`src/rtl/serial_add_ctrl_if.sv`:
```
// ============================================================================
// Module   : serial_add_ctrl_if
// Purpose  : Request/result bundle between a requester and serial_add_ctrl.
// Revision : 1.0 - initial release
// ============================================================================
`default_nettype none

interface serial_add_ctrl_if #(
    parameter int WIDTH = 8
);
    logic             start;
    logic [WIDTH-1:0] a;
    logic [WIDTH-1:0] b;
    logic             busy;
    logic             done;
    logic [WIDTH-1:0] sum;
    logic             cout;

    modport master (
        output start, a, b,
        input  busy, done, sum, cout
    );

    modport slave (
        input  start, a, b,
        output busy, done, sum, cout
    );
endinterface

`default_nettype wire

```
`src/rtl/serial_add_ctrl.sv`:
```
// ============================================================================
// Module   : serial_add_ctrl
// Purpose  : Bit-serial adder; one full-adder cell swept LSB first over WIDTH edges.
// Revision : 1.0 - initial release
// ============================================================================
`default_nettype none

module serial_add_ctrl #(
    parameter int WIDTH = 8
) (
    input  logic            clk,
    input  logic            rst,
    serial_add_ctrl_if.slave bus
);

    localparam int                 CNT_W    = $clog2(WIDTH + 1);
    localparam logic [CNT_W-1:0]   LAST_BIT = CNT_W'(WIDTH - 1);

    typedef enum logic [1:0] {
        IDLE = 2'd0,
        RUN  = 2'd1,
        DONE = 2'd2
    } state_t;

    state_t           r_state;
    state_t           w_next;
    logic             w_busy;
    logic             w_done;

    logic [WIDTH-1:0] r_a;
    logic [WIDTH-1:0] r_b;
    logic [WIDTH-1:0] r_res;
    logic [WIDTH-1:0] r_sum;
    logic             r_cout;
    logic             r_carry;
    logic [CNT_W-1:0] r_cnt;

    logic             w_ha1_s;
    logic             w_ha1_c;
    logic             w_bit;
    logic             w_carry_next;
    logic [WIDTH-1:0] w_res_next;
    logic             w_last;
    logic             w_accept;

    // Full adder built from two half adders
    assign w_ha1_s      = r_a[0] ^ r_b[0];
    assign w_ha1_c      = r_a[0] & r_b[0];
    assign w_bit        = w_ha1_s ^ r_carry;
    assign w_carry_next = w_ha1_c | (w_ha1_s & r_carry);

    assign w_last   = (r_cnt == LAST_BIT);
    assign w_accept = (r_state == IDLE) && bus.start;

    generate
        if (WIDTH == 1) begin : g_res_single
            assign w_res_next = w_bit;
        end else begin : g_res_multi
            assign w_res_next = {w_bit, r_res[WIDTH-1:1]};
        end
    endgenerate

    always_ff @(posedge clk or posedge rst) begin
        if (rst) begin
            r_state <= IDLE;
        end else begin
            r_state <= w_next;
        end
    end

    always_comb begin
        w_next = r_state;
        w_busy = 1'b0;
        w_done = 1'b0;
        case (r_state)
            IDLE: begin
                if (bus.start) begin
                    w_next = RUN;
                end
            end
            RUN: begin
                w_busy = 1'b1;
                if (w_last) begin
                    w_next = DONE;
                end
            end
            DONE: begin
                w_done = 1'b1;
                w_next = IDLE;
            end
            default: begin
                w_next = IDLE;
            end
        endcase
    end

    always_ff @(posedge clk or posedge rst) begin
        if (rst) begin
            r_a     <= '0;
            r_b     <= '0;
            r_res   <= '0;
            r_sum   <= '0;
            r_cout  <= 1'b0;
            r_carry <= 1'b0;
            r_cnt   <= '0;
        end else if (w_accept) begin
            r_a     <= bus.a;
            r_b     <= bus.b;
            r_carry <= 1'b0;
            r_cnt   <= '0;
        end else if (r_state == RUN) begin
            r_a     <= r_a >> 1;
            r_b     <= r_b >> 1;
            r_res   <= w_res_next;
            r_carry <= w_carry_next;
            r_cnt   <= r_cnt + CNT_W'(1);
            // Final bit is folded into the published result on the same edge
            if (w_last) begin
                r_sum  <= w_res_next;
                r_cout <= w_carry_next;
            end
        end
    end

    assign bus.busy = w_busy;
    assign bus.done = w_done;
    assign bus.sum  = r_sum;
    assign bus.cout = r_cout;

endmodule

`default_nettype wire
```
`src/flat_wrapper.sv`:
```
// flat-port wrapper written by rule: the top's interface ports become plain ports
module serial_add_ctrl_flat 
#(
    parameter int WIDTH = 8
)
  (clk, rst, bus_start, bus_a, bus_b, bus_busy, bus_done, bus_sum, bus_cout);
  serial_add_ctrl_if #(.WIDTH(WIDTH)) bus_i ();
  input  logic clk;
  input  logic rst;
  input wire logic [$bits(bus_i.start)-1:0] bus_start;
  input wire logic [$bits(bus_i.a)-1:0] bus_a;
  input wire logic [$bits(bus_i.b)-1:0] bus_b;
  output wire logic [$bits(bus_i.busy)-1:0] bus_busy;
  output wire logic [$bits(bus_i.done)-1:0] bus_done;
  output wire logic [$bits(bus_i.sum)-1:0] bus_sum;
  output wire logic [$bits(bus_i.cout)-1:0] bus_cout;
  assign bus_i.start = bus_start;
  assign bus_i.a = bus_a;
  assign bus_i.b = bus_b;
  assign bus_busy = bus_i.busy;
  assign bus_done = bus_i.done;
  assign bus_sum = bus_i.sum;
  assign bus_cout = bus_i.cout;
  serial_add_ctrl #(.WIDTH(WIDTH)) u_core (.clk(clk), .rst(rst), .bus(bus_i));
endmodule
```
`config.mk`:
```
export PLATFORM = sky130hd
export DESIGN_NAME = serial_add_ctrl_flat
export DESIGN_NICKNAME = d
export VERILOG_FILES = /design/src/rtl/serial_add_ctrl_if.sv /design/src/rtl/serial_add_ctrl.sv /design/src/flat_wrapper.sv
export SDC_FILE = /design/constraint.sdc
export NUM_CORES = 1
export LEC_CHECK = 0
export CORE_ASPECT_RATIO = 1.1
export CORE_UTILIZATION = 35
export DETAILED_ROUTE_END_ITERATION = 10
export PLACE_DENSITY = 0.71
export SYNTH_ARGS = -nofsm -noshare
export SYNTH_HDL_FRONTEND = slang
export SYNTH_SLANG_ARGS = --single-unit
```
`constraint.sdc`:
```
create_clock -name clk -period 1.35 [get_ports clk]
set_input_delay 0.27 -clock clk [delete_from_list [all_inputs] [get_ports clk]]
set_output_delay 0.27 -clock clk [all_outputs]
set_load 0.01 [all_outputs]
```
-- Word-level counts from Yosys, hierarchy flattened
Cells that the tools add are included.
- bitwise operators: 6
- mux-type cells: 13
- reduce and logical (&&, ||, !) cells: 6
- $add $sub $neg: 1
- equal/unequal tests: 5
- operator list (kind ; number):
    2-to-1 mux 8 bit ; 4
    2-to-1 mux 4 bit ; 2
    adder 4 x 1 -> 4 bit, second input constant ; 1
    == test 4 x 3 -> 1 bit, second input constant ; 1
    2-to-1 mux 1 bit ; 4
    2-to-1 mux 2 bit ; 2
    case mux 2 bit (2 select lines) ; 1
    AND reduction 2 bit ; 2
    AND reduction 3 bit ; 1
    AND 1 bit ; 2
    == test 2 x 1 -> 1 bit, second input constant ; 1
    == test 2 bit, second input constant ; 1
    zero test 2 bit ; 1
    != test 2 x 1 -> 1 bit, second input constant ; 1
    != test 2 bit, second input constant ; 1
    nonzero test 2 bit ; 1
    XOR 1 bit ; 2
    logical AND 1 bit ; 1
    inverter 1 bit ; 1
    bitwise OR 1 bit ; 1
- input port bits: 19
- register bits after elaboration: 40
- output and inout port bits: 11

-- Longest topological paths before layout
Gate-level depths: netlist (run 1).
- depth after elaboration: 5
- gate-level depth with buffers: 6

-- Worst setup path before layout (run 1)
No wires, ideal clock.
- path type: register -> register
- start point: register u_core.r_cnt[0]
- end point: register u_core.r_cout, in the netlist u_core.bus.cout
- cell stages (with the launch flop): 5
- period minus slack after synthesis: 1481 ps
- library setup time: 125 ps
- required time: 1225 ps
- slack: -131 ps
- arrival: 1356 ps
- cell sequence: dfrtp_1 ha_1 nand2_1 nor3_4 mux2_2
- word-level cells in the longest chain between the ends: 2
- ends and longest elaborated chain (what ; RTL line ; RTL):
    start: declaration ; serial_add_ctrl.sv:36 ; logic [CNT_W-1:0] r_cnt;
    start signal: assignment ; serial_add_ctrl.sv:116 ; r_cnt <= r_cnt + CNT_W'(1);
    == test 4 x 3 -> 1 bit ; serial_add_ctrl.sv:52 ; assign w_last = (r_cnt == LAST_BIT);
    AND reduction 3 bit (no line) ; - ;
    end signal: assignment ; serial_add_ctrl.sv:120 ; r_cout <= w_carry_next;
    end: declaration ; serial_add_ctrl.sv:34 ; logic r_cout;
Every way passes these cells.
A chain may end at the register's enable or synchronous reset.

-- Worst setup path in the final report (run 1)
- start point: register u_core.r_state[1]
- end point: register u_core.r_sum[4], in the netlist u_core.bus.sum[4]
- word-level cells in the longest chain between the ends: 4
- ends and longest elaborated chain (what ; RTL line ; RTL):
    start: declaration ; serial_add_ctrl.sv:25 ; state_t r_state;
    start signal: assignment ; serial_add_ctrl.sv:67 ; r_state <= w_next;
    zero test 2 bit ; serial_add_ctrl.sv:53 ; assign w_accept = (r_state == IDLE) && bus.start;
    logical AND 1 bit ; serial_add_ctrl.sv:53 ;
    inverter 1 bit (no line) ; - ;
    AND reduction 3 bit (no line) (*) ; - ;
    end signal: assignment ; serial_add_ctrl.sv:119 ; r_sum <= w_res_next;
    end: declaration ; serial_add_ctrl.sv:33 ; logic [WIDTH-1:0] r_sum;
Mark *: on every way between the ends. The rest lies on a longest branch, timed or not.

==> results.md, run 1 <==
* Synth Area in Compound Gates at 18.2%
* Clk buf depth at 2
* Post-placement setup slack at -0.182 ns
* Area Growth Syn to Fin at 39.1%
* Crit path max-delay family: buffers and inverters
* Pwr per Cell Area at 2100 mW/mm²
* Share of layout cells above drive strength 1 at 22.7%
* R2r setup slk at -0.15 ns
* Root buffer cell: clkbuf_8
* Run status: complete, but fails checks
* WS Path Type: flip-flop to flip-flop
* Cell area after synthesis at 0.00175 mm²
* Post-synth EDFFs at 0
* M2 GR Usage at 25.3%
* VDD IR max at 0.00157 V
* Mean Syn Cell Area at 10.5 µm²
* Routed WL at 3900 µm
* Antenna-violating nets left at 0
* Worst Path Buf+Inv at 3
* CTS tree: done
* Initial antenna violation count at 0
* FP Rows at 26
* Fin. max-slew vios at 0
* Yosys warnings at 0
* Largest family of logic cells by synthesized area: compound AO/OA/AOI/OAI gates
* H-tree Lvls at 2
* DR vias at 1365
* Final setup violation count at 11
* Hold/Removal Path Class: input pin to asynchronous set/reset pin
* Worst Setup End Kind: flip-flop
* Post-synthesis simple-gate area fraction at 14.5%
* Max cap viols at 0
* 1st-pass router iterations at 4
* Post-Synth XOR/XNOR Area at 0%
* Met3 Use GR at 3.70%
* First-pass GRT wire length at 6360 µm
* Slew HR at 84.8%
* Clock Skews at 0.00246 ns
* Most used cell along the critical path: buf_6
* Critical Path Start Type: flip-flop
* Post-Syn Nets at 187
* Clock slew at reported path FFs at 0.07 ns
* Unrepaired setup endpoints after global routing: true
* Clk_lat worst skew at 0.29 ns
* Final Cycle Share at 111%
* Leak at 0.00114 µW
* Critical Path AT at 1.68 ns
* Final Hold Fails at 0
* CP Max Fanout at 6
* Antenna diode count at 0
* Min Tclk post-route at 1.50 ns
* Die span in x at 69.4 µm
* Total gr overflow at 0
* Post-synthesis cell type count at 26
* Syn Inst Count at 166
* Post-synth top flop: dfrtp_1
* Slowest cell on the critical path: dfrtp_1
* Post-synthesis mux area share at 6.36%
* Routed wire per std cell at 14.3 µm
* Num CTS Buffers at 5
* Final core occ at 51.6%
* Area of the core at 0.00472 mm²
* Starting Density at 37.1%
* Routing usage on met1 at 18.9%
* Hold WS at 0.328 ns
* I/O pin cnt at 30
* Drt drc at 0
* Initial DRC count at 123
* Post-Synth Adder-Cell Area at 1.86%
* CTS sink count at 39
* Least-Margin Pin Slew at 0.224 ns
* Nets at 237
* Overall Global Routing Usage at 15.3%
* DR vias/cell at 5.02
* Die H at 76.2 µm
* Fin worst setup slack at -0.151 ns
* Fill count at 412
* Die ar. at 0.00529 mm²
* Vias in the first global route at 1376
* RePlAce Congestion at 0.789
* Violated checks: setup timing
* Most used routing layer: met2
* Worst path max stage delay at 0.39 ns
* Sequential element share of the synthesized area at 55.8%
* Achievable clock frequency at 666 MHz
* Cell Chain, Critical Path: buf_6 > nand2b_4 > buf_6 > nor3_4 > buf_6 > mux2_4
* Number of synthesized register bits at 39
* Largest net degree at the start of global routing at 40
* Worst EP required at 1.53 ns
* Fraction of registers with async set/reset at 100%
* HPWL after DPL at 2310 µm
* IO Port Bufs at 29
## final timing paths
| check | cells past startpoint | start | to |
|---|---|---|---|
| worst max register to register | 6 | u_core.r_state[1]$_DFFE_PP0P_ | u_core.bus.sum[4]$_DFFE_PP0P_ |
| max in group asynchronous | 3 | rst | u_core.r_b[2]$_DFFE_PP0P_ |
| min in group clk | 2 | u_core.r_res[3]$_DFFE_PP0P_ | u_core.r_res[3]$_DFFE_PP0P_ |
| worst max-delay path | 6 | u_core.r_state[1]$_DFFE_PP0P_ | u_core.bus.sum[4]$_DFFE_PP0P_ |
| worst min register to register | 2 | u_core.r_res[3]$_DFFE_PP0P_ | u_core.r_res[3]$_DFFE_PP0P_ |
| worst min-delay path | 3 | rst | u_core.bus.cout$_DFFE_PP0P_ |
## kinds of logic after synthesis
kind of cell / after synthesis
AO/OA/AOI/OAI: 53
adder cells (fa/ha/maj): 2
buffers and inverters: 12
flip-flops: 39
multiplexers: 10
AND/OR/NAND/NOR: 50
## layer usage
layer  wire, µm  vias up
met5          0        -
met4         68        0
met3        184        8
met2       1820       28
met1       1830      652
li1           -      677
## cells in the mapped netlist, types with 2 or more instances
cell type | count | share of area, %
dfrtp_1 | 39 | 56
buf_4 | 2 | 0.86
nand2_1 | 26 | 5.6
nor2b_1 | 17 | 6.1
clkbuf_1 | 3 | 0.64
nand2b_1 | 2 | 0.71
a22oi_1 | 14 | 6.0
o21ai_0 | 16 | 4.6
a21oi_1 | 17 | 4.9
mux2_2 | 9 | 5.8
inv_1 | 2 | 0.43
buf_2 | 3 | 0.86
a22o_1 | 2 | 1.0
nand3_1 | 2 | 0.57
## sequential cells by signal, indices dropped and copies added, names as in the netlist
name and flops:
u_core.bus.cout 1, u_core.bus.sum 8, u_core.r_a 8, u_core.r_b 8
u_core.r_carry 1, u_core.r_cnt 4, u_core.r_res 7, u_core.r_state 2
## cell usage in the layout, fill, tap and decap left out, drive strengths merged, types with 2 or more instances in the layout
cell,instances
nor2b,17
nand3,2
a22oi,14
mux2,9
dlygate4sd2,9
a22o,3
o21ai,17
inv,2
clkbuf,6
a21oi,17
nand2,26
nand2b,2
buf,25
dfrtp,39
clkdlybuf4s50,18
## repair_timing
item,in CTS,in global routing
hold buffers,0,0
resized for setup,32,10
gates cloned,1,0
hold endpoints to repair,0,0
endpoints found under the setup margin,20,29
pin swaps,1,0
setup buffers,4,3
## power breakdown
part	total (µW)	switching, µW	leakage [µW]	internal (µW)
Combinational	2360	1060	0.000584	1290
Clock	784	384	0.0000470	400
Sequential	1980	342	0.000507	1640
Total	5120	1790	0.00114	3330
## through the flow
stage	cell area [µm²]	TNS, ns	power, µW	cells
floorplan	1760	-0.650	3160	166
global placement	2210	-3.34	3990	258
detailed placement	2210	-4.09	4030	258
CTS	2400	-1.67	4990	270
global route	2430	-1.93	5460	272
finish	2430	-1.40	5120	272
## tightest hold or removal path, delay by kind of cell
| kind | cells | cell delay (ns) |
|---|---|---|
| buffers and inverters | 3 | 0.72 |
## cell type report
class                   instances  area, µm²  area share [%]
flip-flops and latches         39        976            40.1
clock buffers                   6       82.6            3.39
inverters                       2       10.0           0.411
well taps                      56       70.1            2.88
repair buffers                 53        523            21.5
multi-input cells             115        768            31.6
clock inverters                 1       5.00           0.206
Power figures use the tool's default switching activity.
==> run 2: changes to the inputs <==
--- a/config.mk
+++ b/config.mk
@@ -5,6 +5,7 @@
 export SDC_FILE = /design/constraint.sdc
 export NUM_CORES = 1
 export LEC_CHECK = 0
+export ABC_AREA = 1
 export CORE_ASPECT_RATIO = 1.1
 export CORE_UTILIZATION = 35
 export DETAILED_ROUTE_END_ITERATION = 10
==> results.md, run 2 <==
* CP Max Fanout at 17 (+11)
* 1st-pass router iterations at 4 (unchanged)
* Die H at 75.3 µm (-1.1%)
* Overall Global Routing Usage at 14.9% (-0.43 points)
* DR vias at 1328 (-2.7%)
* Pwr per Cell Area at 2140 mW/mm² (+1.5%)
* Area Growth Syn to Fin at 28.5%
* Clock slew at reported path FFs at 0.07 ns (about the same)
* Clk buf depth at 2 (unchanged)
* Initial DRC count at 80 (-35%)
* Drt drc at 0 (unchanged)
* Yosys top cell area share at 57.1% (+1.3 points)
* Achievable clock frequency at 796 MHz (+20%)
* Die ar. at 0.00517 mm² (-2.2%)
* WS Path Type: flip-flop to flip-flop
* Largest net degree at the start of global routing at 40 (unchanged)
* Syn Inst Count at 189 (+14%)
* CTS sink count at 39 (unchanged)
* Hold/Removal Path Class: input pin to asynchronous set/reset pin
* FP Rows at 26 (unchanged)
* Worst Setup End Kind: flip-flop
* Nets at 245 (+3.4%)
* H-tree Lvls at 2 (unchanged)
* RePlAce Congestion at 0.687 (-13%)
* Final setup violation count at 0 (-11)
* Root buffer cell: clkbuf_8
* Commonest non-fill, non-tap cell in the layout: nand2_1
* Leak at 0.00109 µW (-3.8%)
* Total gr overflow at 0 (unchanged)
* Min Tclk post-route at 1.26 ns (-0.245 ns)
* Clock Skews at 0.00643 ns (+0.00397 ns)
* Critical Path Start Type: flip-flop
* Post-Syn Nets at 210 (+12%)
* IO Port Bufs at 29 (unchanged)
* Cell area after synthesis at 0.00171 mm² (-2.3%)
* DR vias/cell at 4.73 (-5.8%)
* VDD IR max at 0.000680 V (-57%)
* Antenna diode count at 0 (unchanged)
* Post-synthesis cell type count at 19 (-27%)
* HPWL after DPL at 2110 µm (-8.9%)
* Cell taking the most area after synthesis: dfrtp_1
* CTS Hold Bufs at 0 (unchanged)
* Worst EP required at 1.56 ns (+0.03 ns)
* Slew HR at 77.8% (-7.0 points)
* Top post-synthesis cells by area: dfrtp_1 (57%), nand2_1 (14%), nand3_1 (9.9%)
* Sequential element share of the synthesized area at 57.1% (+1.3 points)
* Post-synth top flop: dfrtp_1
* Initial antenna violation count at 0 (unchanged)
* R2r setup slk at 0.09 ns (+0.25 ns)
* Most frequent cell after synthesis: nand2_1
* Synth cell count leaders: nand2_1 (65), dfrtp_1 (39), nand3_1 (34), inv_1 (11), o21ai_0 (8)
* Yosys warnings at 0 (unchanged)
* Num CTS Buffers at 5 (unchanged)
* Antenna-violating nets left at 0 (unchanged)
* Run status: finished clean
* Commonest cells after routing, fill and taps aside: nand2_1 (65), dfrtp_1 (39), nand3_1 (34)
* Critical Path AT at 1.47 ns (-0.21 ns)
* First-pass GRT wire length at 5540 µm (-13%)
* Max cap viols at 0 (unchanged)
* Overall Power at 4690 µW (-8.4%)
* Final core occ at 46.9% (-4.7 points)
* I/O pin cnt at 30 (unchanged)
* Final Cycle Share at 93.0% (-18 points)
* Routed WL at 3200 µm (-18%)
* Mean Syn Cell Area at 9.05 µm² (-14%)
* Fraction of registers with async set/reset at 100% (unchanged)
* Post-synth EDFFs at 0 (unchanged)
* Fin. max-slew vios at 0 (unchanged)
* Die span in x at 68.7 µm (-1.1%)
* Least-Margin Pin Slew at 0.333 ns (+0.109 ns)
* Share of layout cells above drive strength 1 at 14.7% (-8.0 points)
* Starting Density at 36.5% (-0.60 points)
* Fill count at 456 (+11%)
* Routed wire per std cell at 11.4 µm (-21%)
* Area of the core at 0.00468 mm² (-0.69%)
* CTS tree: done
* Number of synthesized register bits at 39 (unchanged)
* Final Hold Fails at 0 (unchanged)
* Vias in the first global route at 1233 (-10%)
* Clk_lat worst skew at 0.28 ns (about the same)
run 2: cell types whose count changed in the layout (fill, tap and decap cells not counted), moves of 7 or more:
cell     previous run  this run
nand2_1            25        65
nand3_1             2        34
nor2b_1            17         0
a21oi_1            17         1
a22oi_1            13         0
buf_4              15         6
inv_1               1        10
mux2_4              9         0
buf_6               7         0
o21ai_0            15         8
o21ai_2             0         7
run 2: path summary, 6_finish.rpt:
kind,start,endpoint,cells after the start
worst max-delay path,u_core.r_cnt[1]$_DFFE_PP0P_,u_core.bus.sum[0]$_DFFE_PP0P_,7
worst min-delay path,rst,u_core.bus.sum[4]$_DFFE_PP0P_,3
worst max register to register,u_core.r_cnt[1]$_DFFE_PP0P_,u_core.bus.sum[0]$_DFFE_PP0P_,7
worst min register to register,u_core.bus.cout$_DFFE_PP0P_,u_core.bus.cout$_DFFE_PP0P_,2
max in group asynchronous,rst,u_core.r_state[0]$_DFFE_PP0P_,3
min in group clk,u_core.bus.cout$_DFFE_PP0P_,u_core.bus.cout$_DFFE_PP0P_,2
run 2: metal layers:
layer | up-vias | GRT usage, % | part of all wire, %
met1 | 636 | 19.1 | 44
met4 | 0 | 4.86 | 1.1
met5 | - | 0 | 0
li1 | 673 | - | -
met3 | 2 | 4.94 | 2.6
met2 | 17 | 23.6 | 52
run 2: cell type report:
class | instances | area [µm²] | area share (%)
repair buffers | 37 | 354 | 16.1
flip-flops and latches | 39 | 976 | 44.4
inverters | 14 | 55.1 | 2.50
well taps | 56 | 70.1 | 3.19
clock inverters | 2 | 35.0 | 1.59
multi-input cells | 127 | 626 | 28.5
clock buffers | 6 | 82.6 | 3.76
run 2: worst max-delay path, stage by stage, from the launching register on:
cell	delay, ns
dfrtp_1	0.38
ha_1	0.18
nand2_1	0.10
nor2_4	0.18
nand2_8	0.13
inv_2	0.09
nand2_1	0.06
nand2_1	0.07
run 2: report_power, final:
part           switching, µW  internal, µW  total [µW]
registers                296          1670        1970
logic                   1020           724        1750
clock network            381           598         978
total                   1700          2990        4690
run 2: through the flow:
stage	worst slack (ns)	cell area, µm²	hold WS [ns]	instances	setup TNS [ns]
after CTS	0.0109	2200	0.331	280	0
after detailed placement	-0.0160	2080	0.454	271	-0.0160
final	0.0943	2200	0.330	281	0
after global placement	-0.00298	2080	0.463	271	-0.00298
after global routing	-0.000922	2200	0.351	281	-0.000922
after floorplan	0.186	1710	0.380	189	0
run 2: repair_timing:
action | 4_1_cts | 5_1_grt
pin swaps | 0 | 1
gates resized for setup | 16 | 2
endpoints found under the hold margin | 0 | 0
buffers inserted | 1 | 1
setup endpoints to repair | 12 | 2
run 2: cell families (layout without fill, tap and decap cells):
logic type | count (synthesis) | after routing | share of synthesized area, %
AOI/OAI and AO/OA | 17 | 17 | 6.51
buffers and inverters | 23 | 59 | 6.88
and+or+nand+nor | 108 | 108 | 27.7
DFF | 39 | 39 | 57.1
adders and majority gates | 2 | 2 | 1.90
